[config.mk]
export PLATFORM = sky130hd
export DESIGN_NAME = ram_fifo_ctrl_flat
export DESIGN_NICKNAME = d
export VERILOG_FILES = /design/src/rtl/ram_fifo_ctrl_if.sv /design/src/rtl/ram_fifo_ctrl.sv /design/src/flat_wrapper.sv
export SDC_FILE = /design/constraint.sdc
export NUM_CORES = 1
export LEC_CHECK = 0
export ABC_AREA = 1
export ABC_CLOCK_PERIOD_IN_PS = 2200
export CAP_MARGIN = 20
export CORE_UTILIZATION = 43
export CTS_BUF_LIST = sky130_fd_sc_hd__clkbuf_8
export CTS_CLUSTER_DIAMETER = 100
export DETAILED_ROUTE_END_ITERATION = 8
export GPL_ROUTABILITY_DRIVEN = 0
export GPL_TIMING_DRIVEN = 0
export PLACE_DENSITY = 0.71
export SETUP_SLACK_MARGIN = 0.1
export SLEW_MARGIN = 20
export SYNTH_ARGS = -nofsm -noshare
export SYNTH_HDL_FRONTEND = slang
export SYNTH_SLANG_ARGS = --single-unit
[constraint.sdc]
create_clock -name clk -period 2.2 [get_ports clk]
set_input_delay 0.33 -clock clk [delete_from_list [all_inputs] [get_ports clk]]
set_output_delay 0.33 -clock clk [all_outputs]
set_load 0.01 [all_outputs]
[src/rtl/ram_fifo_ctrl_if.sv]
// ---------------------------------------------------------------------------
// ram_fifo_ctrl_if
// Producer/consumer side of the RAM-backed FIFO controller.
//   push_valid / push_data / push_ready : enqueue handshake
//   pop_req / pop_ready                 : dequeue request handshake
//   pop_data / pop_data_valid           : registered read data + 1-cycle pulse
//   count / full / empty                : occupancy status
//   ovf_err / udf_err                   : sticky error flags (RAM_FIFO_ERR_EN)
// Modports: master = producer/consumer side, slave = controller side.
// Optional feature macro: RAM_FIFO_ERR_EN.
// ---------------------------------------------------------------------------
interface ram_fifo_ctrl_if #(
    parameter int ADDR_W = 4,
    parameter int DATA_W = 4
);
    logic              push_valid;
    logic [DATA_W-1:0] push_data;
    logic              push_ready;
    logic              pop_req;
    logic              pop_ready;
    logic [DATA_W-1:0] pop_data;
    logic              pop_data_valid;
    logic [ADDR_W:0]   count;
    logic              full;
    logic              empty;
`ifdef RAM_FIFO_ERR_EN
    logic              ovf_err;
    logic              udf_err;
`endif

    modport master (
        output push_valid, push_data, pop_req,
        input  push_ready, pop_ready, pop_data, pop_data_valid,
        input  count, full, empty
`ifdef RAM_FIFO_ERR_EN
        , input ovf_err, udf_err
`endif
    );

    modport slave (
        input  push_valid, push_data, pop_req,
        output push_ready, pop_ready, pop_data, pop_data_valid,
        output count, full, empty
`ifdef RAM_FIFO_ERR_EN
        , output ovf_err, udf_err
`endif
    );
endinterface

[src/rtl/ram_fifo_ctrl.sv]
// ---------------------------------------------------------------------------
// ram_fifo_ctrl
// FIFO controller in front of a 2**ADDR_W x DATA_W level-sensitive RAM.
// Turns push/pop handshakes into one-cycle registered RAM wr/rd strobes,
// tracks read/write pointers and occupancy, and returns read data on a
// registered output with a one-cycle valid pulse. One operation per two
// cycles at most; a pending pop beats a push when the FIFO is non-empty.
// Ports:
//   clk, rst_n        : clock (rising edge), asynchronous active-low reset
//   bus (slave)       : push/pop handshakes, pop data, count/full/empty
//   ram_address       : RAM address (registered)
//   ram_data_in       : RAM write data (registered)
//   ram_wr, ram_rd    : RAM strobes (registered, never high together)
//   ram_data_out      : RAM read data
// Optional feature macro: RAM_FIFO_ERR_EN (sticky ovf_err / udf_err on bus).
// ---------------------------------------------------------------------------
module ram_fifo_ctrl #(
    parameter int ADDR_W = 4,
    parameter int DATA_W = 4
) (
    input  logic              clk,
    input  logic              rst_n,
    ram_fifo_ctrl_if.slave    bus,
    output logic [ADDR_W-1:0] ram_address,
    output logic [DATA_W-1:0] ram_data_in,
    output logic              ram_wr,
    output logic              ram_rd,
    input  logic [DATA_W-1:0] ram_data_out
);
    localparam logic [1:0] ST_IDLE  = 2'd0;
    localparam logic [1:0] ST_WRITE = 2'd1;
    localparam logic [1:0] ST_READ  = 2'd2;

    localparam logic [ADDR_W:0] DEPTH_CNT = {1'b1, {ADDR_W{1'b0}}};

    logic [1:0]        state_q, state_d;
    logic [ADDR_W-1:0] wptr_q, wptr_d;
    logic [ADDR_W-1:0] rptr_q, rptr_d;
    logic [ADDR_W:0]   count_q, count_d;
    logic [ADDR_W-1:0] ram_address_q, ram_address_d;
    logic [DATA_W-1:0] ram_data_in_q, ram_data_in_d;
    logic              ram_wr_q, ram_wr_d;
    logic              ram_rd_q, ram_rd_d;
    logic [DATA_W-1:0] pop_data_q, pop_data_d;
    logic              pop_data_valid_q, pop_data_valid_d;

    logic full, empty, idle, push_ready, pop_ready, do_push, do_pop;

    // Status comes from the occupancy counter only, so a full FIFO with
    // equal pointers is never mistaken for an empty one.
    assign full  = (count_q == DEPTH_CNT);
    assign empty = (count_q == '0);
    assign idle  = (state_q == ST_IDLE);

    // A pending pop on a non-empty FIFO blocks the push for this cycle.
    assign push_ready = idle & ~full & ~(bus.pop_req & ~empty);
    assign pop_ready  = idle & ~empty;
    assign do_pop     = pop_ready & bus.pop_req;
    assign do_push    = push_ready & bus.push_valid;

    always_comb begin
        state_d          = state_q;
        wptr_d           = wptr_q;
        rptr_d           = rptr_q;
        count_d          = count_q;
        ram_address_d    = ram_address_q;
        ram_data_in_d    = ram_data_in_q;
        ram_wr_d         = 1'b0;
        ram_rd_d         = 1'b0;
        pop_data_d       = pop_data_q;
        pop_data_valid_d = 1'b0;
        case (state_q)
            ST_IDLE: begin
                if (do_pop) begin
                    ram_address_d = rptr_q;
                    ram_rd_d      = 1'b1;
                    state_d       = ST_READ;
                end else if (do_push) begin
                    ram_address_d = wptr_q;
                    ram_data_in_d = bus.push_data;
                    ram_wr_d      = 1'b1;
                    state_d       = ST_WRITE;
                end
            end
            ST_WRITE: begin
                // RAM has seen a full cycle of stable wr/address/data.
                wptr_d  = wptr_q + 1'b1;
                count_d = count_q + 1'b1;
                state_d = ST_IDLE;
            end
            ST_READ: begin
                pop_data_d       = ram_data_out;
                pop_data_valid_d = 1'b1;
                rptr_d           = rptr_q + 1'b1;
                count_d          = count_q - 1'b1;
                state_d          = ST_IDLE;
            end
            default: state_d = ST_IDLE;
        endcase
    end

    always_ff @(posedge clk or negedge rst_n) begin
        if (!rst_n) begin
            state_q          <= ST_IDLE;
            wptr_q           <= '0;
            rptr_q           <= '0;
            count_q          <= '0;
            ram_address_q    <= '0;
            ram_data_in_q    <= '0;
            ram_wr_q         <= 1'b0;
            ram_rd_q         <= 1'b0;
            pop_data_q       <= '0;
            pop_data_valid_q <= 1'b0;
        end else begin
            state_q          <= state_d;
            wptr_q           <= wptr_d;
            rptr_q           <= rptr_d;
            count_q          <= count_d;
            ram_address_q    <= ram_address_d;
            ram_data_in_q    <= ram_data_in_d;
            ram_wr_q         <= ram_wr_d;
            ram_rd_q         <= ram_rd_d;
            pop_data_q       <= pop_data_d;
            pop_data_valid_q <= pop_data_valid_d;
        end
    end

`ifdef RAM_FIFO_ERR_EN
    logic ovf_err_q, udf_err_q;

    // Sticky until reset.
    always_ff @(posedge clk or negedge rst_n) begin
        if (!rst_n) begin
            ovf_err_q <= 1'b0;
            udf_err_q <= 1'b0;
        end else begin
            if (bus.push_valid && full)
                ovf_err_q <= 1'b1;
            if (bus.pop_req && empty && idle)
                udf_err_q <= 1'b1;
        end
    end

    assign bus.ovf_err = ovf_err_q;
    assign bus.udf_err = udf_err_q;
`endif

    assign bus.push_ready     = push_ready;
    assign bus.pop_ready      = pop_ready;
    assign bus.pop_data       = pop_data_q;
    assign bus.pop_data_valid = pop_data_valid_q;
    assign bus.count          = count_q;
    assign bus.full           = full;
    assign bus.empty          = empty;
    assign ram_address        = ram_address_q;
    assign ram_data_in        = ram_data_in_q;
    assign ram_wr             = ram_wr_q;
    assign ram_rd             = ram_rd_q;
endmodule

[src/flat_wrapper.sv]
// flat-port wrapper written by rule: the top's interface ports become plain ports
module ram_fifo_ctrl_flat 
#(
    parameter int ADDR_W = 4,
    parameter int DATA_W = 4
)
  (clk, rst_n, ram_address, ram_data_in, ram_wr, ram_rd, ram_data_out, bus_push_valid, bus_push_data, bus_pop_req, bus_push_ready, bus_pop_ready, bus_pop_data, bus_pop_data_valid, bus_count, bus_full, bus_empty);
  ram_fifo_ctrl_if #(.ADDR_W(ADDR_W), .DATA_W(DATA_W)) bus_i ();
  input  logic clk;
  input  logic rst_n;
  output logic [ADDR_W-1:0] ram_address;
  output logic [DATA_W-1:0] ram_data_in;
  output logic ram_wr;
  output logic ram_rd;
  input  logic [DATA_W-1:0] ram_data_out;
  input wire logic [$bits(bus_i.push_valid)-1:0] bus_push_valid;
  input wire logic [$bits(bus_i.push_data)-1:0] bus_push_data;
  input wire logic [$bits(bus_i.pop_req)-1:0] bus_pop_req;
  output wire logic [$bits(bus_i.push_ready)-1:0] bus_push_ready;
  output wire logic [$bits(bus_i.pop_ready)-1:0] bus_pop_ready;
  output wire logic [$bits(bus_i.pop_data)-1:0] bus_pop_data;
  output wire logic [$bits(bus_i.pop_data_valid)-1:0] bus_pop_data_valid;
  output wire logic [$bits(bus_i.count)-1:0] bus_count;
  output wire logic [$bits(bus_i.full)-1:0] bus_full;
  output wire logic [$bits(bus_i.empty)-1:0] bus_empty;
  assign bus_i.push_valid = bus_push_valid;
  assign bus_i.push_data = bus_push_data;
  assign bus_i.pop_req = bus_pop_req;
  assign bus_push_ready = bus_i.push_ready;
  assign bus_pop_ready = bus_i.pop_ready;
  assign bus_pop_data = bus_i.pop_data;
  assign bus_pop_data_valid = bus_i.pop_data_valid;
  assign bus_count = bus_i.count;
  assign bus_full = bus_i.full;
  assign bus_empty = bus_i.empty;
  ram_fifo_ctrl #(.ADDR_W(ADDR_W), .DATA_W(DATA_W)) u_core (.clk(clk), .rst_n(rst_n), .bus(bus_i), .ram_address(ram_address), .ram_data_in(ram_data_in), .ram_wr(ram_wr), .ram_rd(ram_rd), .ram_data_out(ram_data_out));
endmodule
### Word-level counts from Yosys, hierarchy flattened

Cells that the tools add are included.

* bits in registers: 30
* input bits: 12

* add/subtract/negate cells: 4
* equality and inequality tests: 4
* multiplexer cells: 12
* bitwise gates (word level): 10
* reductions and logical operators: 6

Operator list (number)
* 5-bit case mux with 2 select lines: 1
* 4-bit by 1-bit adder with 4-bit output (second input constant): 2
* 4-bit two-way mux: 2
* 1-bit bitwise AND: 6
* 1-bit two-way mux: 6
* 2-bit two-way mux: 3
* 5-bit by 1-bit adder with 5-bit output (second input constant): 1
* 5-bit == test (second input constant): 1
* 5-bit zero test: 1
* 5-bit by 1-bit subtractor with 5-bit output (second input constant): 1
* 1-bit inverter: 4
* 2-bit nonzero test: 2
* 3-bit != test (second input constant): 1
* 3-bit AND reduction: 1
* 2-bit by 1-bit == test with 1-bit output (second input constant): 1
* 2-bit == test (second input constant): 1
* 2-bit zero test: 1
* 2-bit AND reduction: 1

### Depth between registers and ports, before layout

Gate-level depths: netlist of the first run.

* depth after elaboration: 9
* mapped depth: 9

### Worst setup path before layout of the first run

OpenSTA, ideal clock, no wires.

* path kind: register to register
* start point: reg u_core.state_q[0]
* end point: reg u_core.count_q[3], in the netlist u_core.bus.count[3]
* data arrival time: 1508 ps
* data required time: 2082 ps
* setup slack: 575 ps
* cell stages (with the launch flop): 9
* buffers on the path: 0
* cell sequence: dfrtp_1 -> inv_1 -> ha_1 -> ha_1 -> nand3_1 -> nand3_1 -> or2_2 -> nand3_1 -> nand2_1

* cells in the longest elaborated chain, start to end: 2

Ends and longest elaborated chain
* from (decl): line ram_fifo_ctrl.sv:36 `logic [1:0] state_q, state_d;`
* from (signal assigned): line ram_fifo_ctrl.sv:115 `state_q <= state_d;`
* 2-bit == test or 2-bit by 1-bit == test with 1-bit output (tied branches): line ram_fifo_ctrl.sv:72 `case (state_q)`
* 5-bit case mux with 2 select lines or 2-bit nonzero test (tied branches)
* to (signal assigned): line ram_fifo_ctrl.sv:118 `count_q <= count_d;`
* to (decl): line ram_fifo_ctrl.sv:39 `logic [ADDR_W:0] count_q, count_d;`

Several ways; a longest one is shown, not always the timed one.
A chain may end at the register's enable or synchronous reset.

### Final worst setup path of the first run

* start point: reg u_core.state_q[1]
* end point: out bus_pop_ready

* cells in the longest elaborated chain, start to end: 2

Ends and longest elaborated chain
* 2-bit zero test: line ram_fifo_ctrl.sv:53 `assign idle = (state_q == ST_IDLE);`
* 1-bit bitwise AND: line ram_fifo_ctrl.sv:57 `assign pop_ready = idle & ~empty;`
* to (decl): line flat_wrapper.sv:20 `output wire logic [$bits(bus_i.pop_ready)-1:0] bus_pop_ready;`

No other way between the ends.

==> summary.md, run 1 <==
| Metric | Value |
|---|---|
| Status | `finished clean` |
| Gr ovfl total | `0` |
| # placed instances | `237` |
| Die area | `0.00369 mm²` |
| HPWL after detailed placement | `2.13 mm` |
| Post-synth top area share | `0.505` |
| Drt first pass iters | `4` |
| Htree depth | `2` |
| Critical path's slowest cell | `clkdlybuf4s50_1` |
| Crit Path Class | `flop to output port` |
| Core Footprint | `0.00315 mm²` |
| CTS tree | `yes` |
| Final Hold Vio Count | `0` |
| Mapped Cells | `158` |
| Yosys warning count | `0` |
| Tcrit/Tclk final | `0.916` |
| LEAKAGE | `1.03 nW` |
| Port Buffers | `35` |
| Clk_lat worst skew | `0.27 ns` |
| Hold Slack | `0.0850 ns` |
| Sequential power share | `0.330` |
| CP endpoint kind | `output port` |
| Max-slew violations | `0` |
| Area growth syn-to-layout | `35.7%` |
| Fillcell total | `276` |
| Cell mode on critical path | `inv_1` |
| Pwr Total | `0.00313 W` |
| Tightest Hold Check Type | `input port to async pin` |
| Pwr/cell area | `1550 mW/mm²` |
| Multi-input logic area | `656 µm²` |
| Share of layout cells above drive strength 1 | `0.136` |
| Via density | `4.79` |
| Setup TNS Final | `0 ns` |
| Skew final | `0.00345 ns` |
| Yosys top cell by area | `dfrtp_1` |
| Routed vias | `1197` |
| Final nets | `227` |
| Yosys cell types | `24` |
| Seq/Total Area, Yosys | `0.505` |
| Clock transition at the registers of the reported paths | `0.06 ns` |
| Root Driver | `clkbuf_8` |
| Antenna diodes | `0` |
| Vias in the first global route | `1088` |
| Endpoints failing setup | `0` |
| Net Sw Power | `0.00124 W` |
| Syn_nets | `179` |
| Crit path cell chain | `inv_1 > ha_1 > buf_6 > nand2_1 > inv_1 > clkdlybuf4s50_1` |
| Power share of the combinational group | `0.547` |
| CTS Sinks | `30` |
| Die Width | `60.8 µm` |
| Synth top area cells | `dfrtp_1 (51%), nand2_1 (16%), ha_1 (6.7%)` |
| CTS buffer count | `5` |
| I/O pin count | `36` |
| Worst-margin pin slew | `0.660 ns` |
| Storage element area | `753 µm²` |
| Largest net degree at the start of global routing | `31` |
| First-pass GRT wire length | `4.70 mm` |
| Required @ worst endpoint | `1.87 ns` |
| Min Tclk post-route | `2.01 ns` |
| GRT Resource Usage Total | `0.181` |
| RSZ-0062 raised after global routing | `false` |
| Clk buf depth | `2` |
| # rows | `20` |
| Slowest stage delay, CP | `0.52 ns` |
| Clk pwr share | `0.124` |
| Synth Register Bits | `30` |
| DRT antenna net count | `0` |
| Final wirelength | `2.94 mm` |
| Worst Path Arrival | `1.68 ns` |
| Peak fanout along the critical path | `8` |
| DRC | `0` |
| Max_slew headroom | `0.560` |
| Max Clock Freq | `496 MHz` |
| Maximum VDD drop | `0.644 mV` |
| DRT iter0 DRCs | `43` |
| Initial antenna violation count | `0` |
| Maxcap violations | `0` |
| Mapped cell area | `0.00149 mm²` |
| Initial Utilization | `0.471` |
| Sw Share | `0.395` |
| Syn Area/Cell | `9.40 µm²` |
| Wire length per cell | `11.8 µm` |
| CP Launch Type | `flop` |
| Int Pwr | `0.00189 W` |
| Chip height | `60.8 µm` |
| Non-filler instance count after layout | `250` |
-- critical path: cells and delay by family, from the launching register on --
family	cells	cell delay, ns
buffers and inverters	4	0.80
and+or+nand+nor	1	0.05
adders and majority gates	1	0.16
DFF	1	0.40
-- through the flow --
step                      worst slack [ns]  cell area [µm²]  utilization
after floorplan                      0.575             1490            -
after global placement              0.0959             1890        0.600
after detailed placement            0.0611             1890        0.598
after CTS                            0.124             1990        0.631
after global routing                 0.105             2020        0.639
final                                0.186             2020        0.639
-- flip-flops by register name, summed over array words and instances, names as in the netlist --
register and count:
u_core.ram_data_in 4, u_core.bus.pop_data_valid 1, u_core.wptr_q 4, u_core.rptr_q 4
u_core.bus.pop_data 4, u_core.ram_address 4, u_core.state_q 2, u_core.bus.count 5
u_core.ram_wr 1, u_core.ram_rd 1
-- repair_timing --
item | 4_1_cts | 5_1_grt
setup buffers | 3 | 3
gates resized for setup | 5 | 1
cloned | 0 | 0
endpoints found under the setup margin | 1 | 1
hold buffers | 0 | 0
-- layout by cell type (no fill, tap or decap), types with 3 or more instances in the layout --
cell / instances
ha_1: 8
clkbuf_8: 5
clkdlybuf4s50_1: 32
buf_6: 3
nand2_1: 65
dfrtp_1: 28
buf_4: 6
nand3_4: 3
inv_1: 14
nand4_1: 8
nand3_1: 6
xor2_1: 6
xnor2_1: 3
-- synth_stat cells --
| library cell | n |
|---|---|
| and2_1 | 1 |
| nand2_1 | 65 |
| nor2_2 | 1 |
| nand4_1 | 8 |
| or2_2 | 1 |
| xor2_1 | 6 |
| ha_1 | 8 |
| nand3_1 | 6 |
| nand3_2 | 1 |
| nand2_2 | 1 |
| nor2_1 | 2 |
| buf_2 | 1 |
| buf_4 | 1 |
| mux2_2 | 1 |
| dfrtp_1 | 30 |
| nor2_4 | 1 |
| inv_2 | 1 |
| nand3_4 | 3 |
| xnor2_1 | 3 |
| buf_6 | 2 |
| o21ai_0 | 1 |
| fa_1 | 1 |
| inv_1 | 12 |
| a21oi_1 | 1 |
-- logic make-up (layout without fill, tap and decap cells) --
| kind of cell | Yosys count | count (layout) | synth area share |
|---|---|---|---|
| AOI/OAI and AO/OA | 2 | 2 | 0.00673 |
| xor gates and xnor gates | 9 | 9 | 0.0531 |
| adders and majority gates | 9 | 9 | 0.0809 |
| buffers and inverters | 17 | 65 | 0.0564 |
| DFF | 30 | 30 | 0.505 |
| muxes | 1 | 1 | 0.00758 |
| and+or+nand+nor | 90 | 90 | 0.290 |
-- path summary, 6_finish.rpt --
kind,startpoint,endpoint,slack (ns),cells after the start
worst max-delay path,u_core.state_q[1]$_DFFE_PN0P_,bus_pop_ready,0.19,6
worst min-delay path,rst_n,u_core.bus.count[2]$_DFFE_PN0P_,0.08,1
worst max register to register,u_core.state_q[0]$_DFFE_PN0P_,u_core.bus.count[3]$_DFFE_PN0P_,0.38,8
worst min register to register,u_core.ram_data_in[2]$_DFFE_PN0P_,u_core.ram_data_in[2]$_DFFE_PN0P_,0.48,2
max in group asynchronous,rst_n,u_core.bus.count[1]$_DFFE_PN0P_,1.65,1
min in group clk,u_core.ram_data_in[2]$_DFFE_PN0P_,u_core.ram_data_in[2]$_DFFE_PN0P_,0.48,2
-- routing by layer --
layer / wire, µm / up-vias / GRT usage
li1: - / 593 / -
met1: 1280 / 569 / 0.209
met3: 174 / 2 / 0.0640
met2: 1460 / 33 / 0.305
met4: 23 / 0 / 0.0779
met5: 0 / - / 0
-- power by group through the flow --
stage	clock network (W)	registers, W	logic [W]
6_report	0.000387	0.00103	0.00171
5_1_grt	0.000431	0.00106	0.00192
4_1_cts	0.000406	0.00103	0.00168
3_5_place_dp	0	0.00105	0.00160
3_3_place_gp	0	0.00104	0.00155
2_1_floorplan	0	0.00110	0.000908
-- layout make-up --
type / instances / share of cell area
Sequential cell: 30 / 0.374
Buffer: 4 / 0.0192
Inverter: 13 / 0.0242
Multi-Input combinational cell: 111 / 0.325
Clock inverter: 2 / 0.00372
Timing Repair Buffer: 41 / 0.192
Tap cell: 44 / 0.0273
Clock buffer: 5 / 0.0341
Power figures use the tool's default switching activity.
==> inputs of run 2 (changes only) <==
--- a/config.mk
+++ b/config.mk
@@ -6,7 +6,7 @@
 export NUM_CORES = 1
 export LEC_CHECK = 0
 export ABC_AREA = 1
-export ABC_CLOCK_PERIOD_IN_PS = 2200
+export ABC_CLOCK_PERIOD_IN_PS = 2600
 export CAP_MARGIN = 20
 export CORE_UTILIZATION = 43
 export CTS_BUF_LIST = sky130_fd_sc_hd__clkbuf_8
==> constraint.sdc (replaced) <==
create_clock -name clk -period 2.6 [get_ports clk]
set_input_delay 0.39 -clock clk [delete_from_list [all_inputs] [get_ports clk]]
set_output_delay 0.39 -clock clk [all_outputs]
set_load 0.01 [all_outputs]
==> run 2 against run 1 <==
- setup slack better by 0.15 ns
- cell area fell by 2.7%
- routed wire length fell by 4.0%
- first-iteration DRC count grew 14%
- clock power decreased by 16%
- power down 19%
- sequential cell count is the same
- sequential share of layout area increased by 0.90 points
- sequential power fell by 14%
- count of clock-buffer cells in the layout unchanged
- critical endpoint is now bus_push_ready
==> summary.md, run 2 (synthesized netlist as in run 1, its figures left out) <==
| Metric | Value |
|---|---|
| Status | `finished clean` |
| DRT antenna net count | `0 (unchanged)` |
| I/O pin count | `36 (unchanged)` |
| Gr ovfl total | `0 (unchanged)` |
| Setup TNS Final | `0 ns (unchanged)` |
| CTS tree | `yes` |
| Htree depth | `2 (unchanged)` |
| RSZ-0062 raised after global routing | `false` |
| Drt first pass iters | `4 (unchanged)` |
| Slowest stage delay, CP | `0.53 ns (about the same)` |
| Tightest Hold Check Type | `input port to async pin` |
| Crit path launch | `u_core.bus.count[1]$_DFFE_PN0P_` |
| Max-slew violations | `0 (unchanged)` |
| Clk_lat worst skew | `0.27 ns (about the same)` |
| Worst R2R Path Depth | `8 (unchanged)` |
| Critical path's slowest cell | `clkdlybuf4s50_1` |
| DRT iter0 DRCs | `49 (+14%)` |
| Max_slew headroom | `0.560 (about the same)` |
| Commonest non-fill, non-tap cells in the layout | `nand2_1 (65), clkdlybuf4s50_1 (34), dfrtp_1 (30), inv_1 (14)` |
| Die area | `0.00369 mm² (unchanged)` |
| Port Buffers | `35 (unchanged)` |
| Crit Path Class | `flop to output port` |
| CP endpoint kind | `output port` |
| Endpoints failing setup | `0 (unchanged)` |
| Reg2reg end | `u_core.bus.count[3]$_DFFE_PN0P_` |
| # rows | `20 (unchanged)` |
| Antenna diodes | `0 (unchanged)` |
| CP Launch Type | `flop` |
| Peak fanout along the critical path | `8 (unchanged)` |
| Vias in the first global route | `1070 (-1.7%)` |
| Wire length per cell | `11.6 µm (-1.6%)` |
| CP endpoint | `bus_push_ready` |
| Max Clock Freq | `441 MHz` |
| Maximum VDD drop | `0.540 mV (-16%)` |
| Skew final | `0.00252 ns (-0.000936 ns)` |
| First-pass GRT wire length | `4.57 mm (-2.6%)` |
| WP buf/inv | `1 (-3)` |
| Flop2flop setup slack | `0.80 ns (+0.42 ns)` |
| Most common cell after layout, fill and taps aside | `nand2_1` |
| Pwr/cell area | `1300 mW/mm² (-16%)` |
| CTS buffer count | `5 (unchanged)` |
| Share of layout cells above drive strength 1 | `0.100 (-0.0359)` |
| Crit path depth | `5 (-1)` |
| Initial antenna violation count | `0 (unchanged)` |
| Area growth syn-to-layout | `32.1%` |
| DRC | `0 (unchanged)` |
| Maxcap violations | `0 (unchanged)` |
| Fillcell total | `278 (+0.72%)` |
| Required @ worst endpoint | `2.21 ns (+0.34 ns)` |
| Final nets | `221 (-2.6%)` |
| Min Tclk post-route | `2.27 ns` |
| Crit path cell chain | `nor2_2 > nand3_4 > nand2_2 > and2_1 > clkdlybuf4s50_1` |
| Final Hold Vio Count | `0 (unchanged)` |
| CTS Sinks | `30 (unchanged)` |
| Worst-margin pin slew | `0.660 ns (-0.000643 ns)` |
| Tcrit/Tclk final | `0.872` |
| Pwr Total | `0.00255 W (-19%)` |
| Max reg flops | `5 (unchanged)` |
| Clock transition at the registers of the reported paths | `0.06 ns (about the same)` |
| Die Width | `60.8 µm (unchanged)` |
| Post-CTS setup buffer count | `0 (-3)` |
| Largest net degree at the start of global routing | `31 (unchanged)` |
| Initial Utilization | `0.471 (unchanged)` |
| Reg2reg start | `u_core.state_q[0]$_DFFE_PN0P_` |
| Via density | `4.78 (-0.11%)` |
| Worst Path Arrival | `1.88 ns (+0.20 ns)` |
| Routed vias | `1167 (-2.5%)` |
| GRT Resource Usage Total | `0.177 (-0.00450)` |
| Cts hold-fix bufs | `0 (unchanged)` |
| Top delay family on crit path | `simple AND/OR/NAND/NOR gates` |
| Clk buf depth | `2 (unchanged)` |
| Post-cts gate resize count | `0 (-5)` |
| LEAKAGE | `0.995 nW (-3.3%)` |
| Chip height | `60.8 µm (unchanged)` |
| Core Footprint | `0.00315 mm² (unchanged)` |
| HPWL after detailed placement | `2.13 mm (unchanged)` |
| Final wirelength | `2.82 mm (-4.0%)` |
| Root Driver | `clkbuf_8` |
## run 2: changes by cell type in the layout (fill, tap and decap cells not counted), sizes merged
cell           change
clkdlybuf4s50      +2
dlygate4sd2        -2
buf                -6
## run 2: area by class of cell
cell class                 count  area (µm²)  share of cell area
clock buffer                   5        68.8              0.0351
inverter                      13        48.8              0.0249
buffer                         4        35.0              0.0179
timing repair buffer          35         345               0.176
sequential                    30         751               0.383
clock inverter                 2        7.51             0.00383
multi-input combinational    111         651               0.332
tap                           44        55.1              0.0281
## run 2: worst min-delay path by stage
stage                                             from                                 end  slack (ns)  cells past startpoint
floorplan                                        rst_n     u_core.bus.count[0]$_DFFE_PN0P_        0.09                      0
global placement    u_core.bus.pop_data[3]$_DFFE_PN0P_  u_core.bus.pop_data[3]$_DFFE_PN0P_        0.46                      2
detailed placement        u_core.rptr_q[3]$_DFFE_PN0P_        u_core.rptr_q[3]$_DFFE_PN0P_        0.46                      1
CTS                                              rst_n     u_core.bus.count[2]$_DFFE_PN0P_        0.16                      1
global route                                     rst_n     u_core.bus.count[0]$_DFFE_PN0P_        0.19                      1
finish                                           rst_n     u_core.bus.count[2]$_DFFE_PN0P_        0.15                      1
## run 2: stage by stage
| step | hold WS, ns | worst slack, ns | instance area [µm²] | util | cells |
|---|---|---|---|---|---|
| after floorplan | 0.0944 | 0.975 | 1490 | - | 158 |
| after global placement | 0.456 | 0.376 | 1890 | 0.600 | 237 |
| after detailed placement | 0.463 | 0.341 | 1890 | 0.598 | 237 |
| after CTS | 0.162 | 0.313 | 1960 | 0.622 | 244 |
| after global routing | 0.186 | 0.218 | 1960 | 0.622 | 244 |
| final | 0.146 | 0.333 | 1960 | 0.622 | 244 |
## run 2: metal layers
metal  track usage  routed length (µm)  part of all wire
met2         0.289                1370              0.48
met3        0.0640                 169             0.060
met1         0.205                1240              0.44
met4        0.0877                  42             0.015
met5             0                   0                 0
## run 2: report_power, final
part / switching (W) / leakage [nW] / internal (W) / total, W
clock: 0.000150 / 0.0466 / 0.000176 / 0.000326
combinational: 0.000676 / 0.577 / 0.000663 / 0.00134
sequential: 0.000189 / 0.371 / 0.000696 / 0.000885
==> inputs of run 3 (changes only) <==
--- a/config.mk
+++ b/config.mk
@@ -6,15 +6,15 @@
 export NUM_CORES = 1
 export LEC_CHECK = 0
 export ABC_AREA = 1
-export ABC_CLOCK_PERIOD_IN_PS = 2600
+export ABC_CLOCK_PERIOD_IN_PS = 2450
 export CAP_MARGIN = 20
-export CORE_UTILIZATION = 43
+export CORE_UTILIZATION = 45
 export CTS_BUF_LIST = sky130_fd_sc_hd__clkbuf_8
 export CTS_CLUSTER_DIAMETER = 100
 export DETAILED_ROUTE_END_ITERATION = 8
 export GPL_ROUTABILITY_DRIVEN = 0
 export GPL_TIMING_DRIVEN = 0
-export PLACE_DENSITY = 0.71
+export PLACE_DENSITY = 0.74
 export SETUP_SLACK_MARGIN = 0.1
 export SLEW_MARGIN = 20
 export SYNTH_ARGS = -nofsm -noshare
==> constraint.sdc (replaced) <==
create_clock -name clk -period 2.45 [get_ports clk]
set_input_delay 0.3675 -clock clk [delete_from_list [all_inputs] [get_ports clk]]
set_output_delay 0.3675 -clock clk [all_outputs]
set_load 0.01 [all_outputs]
==> run 3 against run 2 <==
- combinational power grew 7%
- clock skew grew 0.0011 ns
- via count grew 0.69%
- setup slack lost 0.12 ns
- highest routed layer unchanged
- largest cell class unchanged
- utilization grew 1.5 points
- clock power grew 22%
- power grew 8.7%
==> summary.md, run 3 (synthesized netlist as in run 1, its figures left out) <==
| Metric | Value |
|---|---|
| Sequential power share | `0.340 (-0.007)` |
| Skew final | `0.00366 ns (+0.00114 ns)` |
| DRT antenna net count | `0 (unchanged)` |
| Die area | `0.00353 mm² (-4.3%)` |
| Chip height | `59.5 µm (-2.2%)` |
| Peak fanout along the critical path | `8 (unchanged)` |
| Root Driver | `clkbuf_8` |
| Gr ovfl total | `0 (unchanged)` |
| Initial antenna violation count | `0 (unchanged)` |
| WP buf/inv | `1 (unchanged)` |
| Fillcell total | `286 (+2.9%)` |
| Worst-margin pin slew | `0.653 ns (-0.00706 ns)` |
| Clk buf depth | `2 (unchanged)` |
| Most common cell after layout, fill and taps aside | `nand2_1` |
| Final wirelength | `2.87 mm (+1.6%)` |
| Die Width | `59.5 µm (-2.2%)` |
| Min Tclk post-route | `2.23 ns` |
| CTS Sinks | `30 (unchanged)` |
| # rows | `20 (unchanged)` |
| Port Buffers | `35 (unchanged)` |
| Post-cts gate resize count | `0 (unchanged)` |
| Area growth syn-to-layout | `33.2%` |
| Max Clock Freq | `447 MHz` |
| CTS tree | `yes` |
| Flop2flop setup slack | `0.61 ns (-0.19 ns)` |
| Top delay family on crit path | `simple AND/OR/NAND/NOR gates` |
| Endpoints failing setup | `0 (unchanged)` |
| Crit path cell chain | `nor2_2 > nand3_4 > nand2_2 > and2_1 > clkdlybuf4s50_1` |
| Commonest non-fill, non-tap cells in the layout | `nand2_1 (65), clkdlybuf4s50_1 (34), dfrtp_1 (29), inv_1 (13)` |
| Routed vias | `1175 (+0.69%)` |
| I/O pin count | `36 (unchanged)` |
| Max reg flops | `5 (unchanged)` |
| Clk pwr share | `0.143 (+0.015)` |
| GRT Resource Usage Total | `0.201 (+0.0246)` |
| Antenna diodes | `0 (unchanged)` |
| Tightest Hold Check Type | `input port to async pin` |
| Initial Utilization | `0.479 (+0.00760)` |
| Share of layout cells above drive strength 1 | `0.114 (+0.0144)` |
| CP endpoint kind | `output port` |
| Via density | `4.80 (+0.27%)` |
| LEAKAGE | `0.999 nW (+0.46%)` |
| Status | `finished clean` |
| Worst Path Arrival | `1.87 ns (about the same)` |
| RSZ-0062 raised after global routing | `false` |
| Sw Share | `0.399 (about the same)` |
| Reg2reg start | `u_core.state_q[0]$_DFFE_PN0P_` |
| Maxcap violations | `0 (unchanged)` |
| CP Launch Type | `flop` |
| Int Pwr | `0.00167 W (+8.7%)` |
| Htree depth | `2 (unchanged)` |
| Vias in the first global route | `1160 (+8.4%)` |
| First-pass GRT wire length | `5.14 mm (+12%)` |
| Post-CTS setup buffer count | `0 (unchanged)` |
| Final Hold Vio Count | `0 (unchanged)` |
| Setup TNS Final | `0 ns (unchanged)` |
| Tcrit/Tclk final | `0.912` |
| Drt first pass iters | `4 (unchanged)` |
| Wire length per cell | `11.7 µm (+1.2%)` |
| Power share of the combinational group | `0.516 (-0.009)` |
| Clock transition at the registers of the reported paths | `0.06 ns (about the same)` |
| CP endpoint | `bus_push_ready` |
| CTS buffer count | `5 (unchanged)` |
| Max_slew headroom | `0.565 (+0.00471)` |
| HPWL after detailed placement | `2.16 mm (+1.1%)` |
| Core Footprint | `0.00310 mm² (-1.6%)` |
| Critical path's slowest cell | `clkdlybuf4s50_1` |
| Multi-input logic area | `651 µm² (unchanged)` |
| Slowest stage delay, CP | `0.53 ns (about the same)` |
| Storage element area | `752 µm² (+0.17%)` |
| Pwr/cell area | `1400 mW/mm² (+7.8%)` |
| Worst R2R Path Depth | `8 (unchanged)` |
| Reg2reg end | `u_core.bus.count[3]$_DFFE_PN0P_` |
| Maximum VDD drop | `0.733 mV (+36%)` |
| Max-slew violations | `0 (unchanged)` |
| Required @ worst endpoint | `2.08 ns (-0.13 ns)` |
| DRT iter0 DRCs | `47 (-4.1%)` |
| Hold Slack | `0.112 ns (-0.0341 ns)` |
| Crit path depth | `5 (unchanged)` |
| DRC | `0 (unchanged)` |
| Clk_lat worst skew | `0.28 ns (about the same)` |
| Final nets | `221 (unchanged)` |
| Largest net degree at the start of global routing | `31 (unchanged)` |
| Cts hold-fix bufs | `0 (unchanged)` |
| Net Sw Power | `0.00111 W (+8.8%)` |
| Crit path launch | `u_core.bus.count[1]$_DFFE_PN0P_` |
| Crit Path Class | `flop to output port` |
==> run 3: cell count changes in the layout (fill, tap and decap cells not counted) <==
cell      before  now
clkbuf_8       5    6
clkinv_2       0    1
dfrtp_1       30   29
dfrtp_2        0    1
inv_1         14   13
==> run 3: final cells by class <==
class,instances,share of cell area
clock inverter,2,0.00443
clock buffer,6,0.0417
multi-input combinational,111,0.329
sequential,30,0.380
timing repair buffer,35,0.175
tap,44,0.0278
buffer,4,0.0177
inverter,13,0.0247
==> run 3: routing by layer <==
layer  global-route usage  wire, µm  up-vias
li1                     -         -      583
met3               0.0764       173        6
met4               0.0918        63        0
met1                0.231      1270      555
met2                0.331      1360       31
met5                    0         0        -
==> run 3: metrics by stage <==
step / util / area, µm² / std cells / total power [W] / setup slack [ns]
6_report: 0.638 / 1980 / 245 / 0.00277 / 0.215
2_1_floorplan: - / 1490 / 158 / 0.00180 / 0.825
4_1_cts: 0.637 / 1980 / 245 / 0.00280 / 0.170
5_1_grt: 0.638 / 1980 / 245 / 0.00304 / 0.130
3_3_place_gp: 0.609 / 1890 / 237 / 0.00233 / 0.272
3_5_place_dp: 0.608 / 1890 / 237 / 0.00239 / 0.255
==> run 3: power by group through the flow <==
stage	clock network (W)	registers (W)	logic (W)
final	0.000397	0.000944	0.00143
after global routing	0.000438	0.000982	0.00162
after CTS	0.000409	0.000946	0.00144
after detailed placement	0	0.000954	0.00143
after global placement	0	0.000936	0.00139
after floorplan	0	0.000989	0.000815
==> run 3: how the worst min path moves through the flow <==
stage | end | slack [ns] | depth (start not counted)
global route | u_core.ram_data_in[3]$_DFFE_PN0P_ | 0.16 | 1
finish | u_core.bus.pop_data_valid$_DFF_PN0_ | 0.11 | 1
CTS | u_core.bus.pop_data_valid$_DFF_PN0_ | 0.13 | 1
detailed placement | u_core.bus.pop_data_valid$_DFF_PN0_ | 0.44 | 1
floorplan | u_core.bus.count[0]$_DFFE_PN0P_ | 0.07 | 0
global placement | u_core.bus.pop_data[2]$_DFFE_PN0P_ | 0.46 | 2
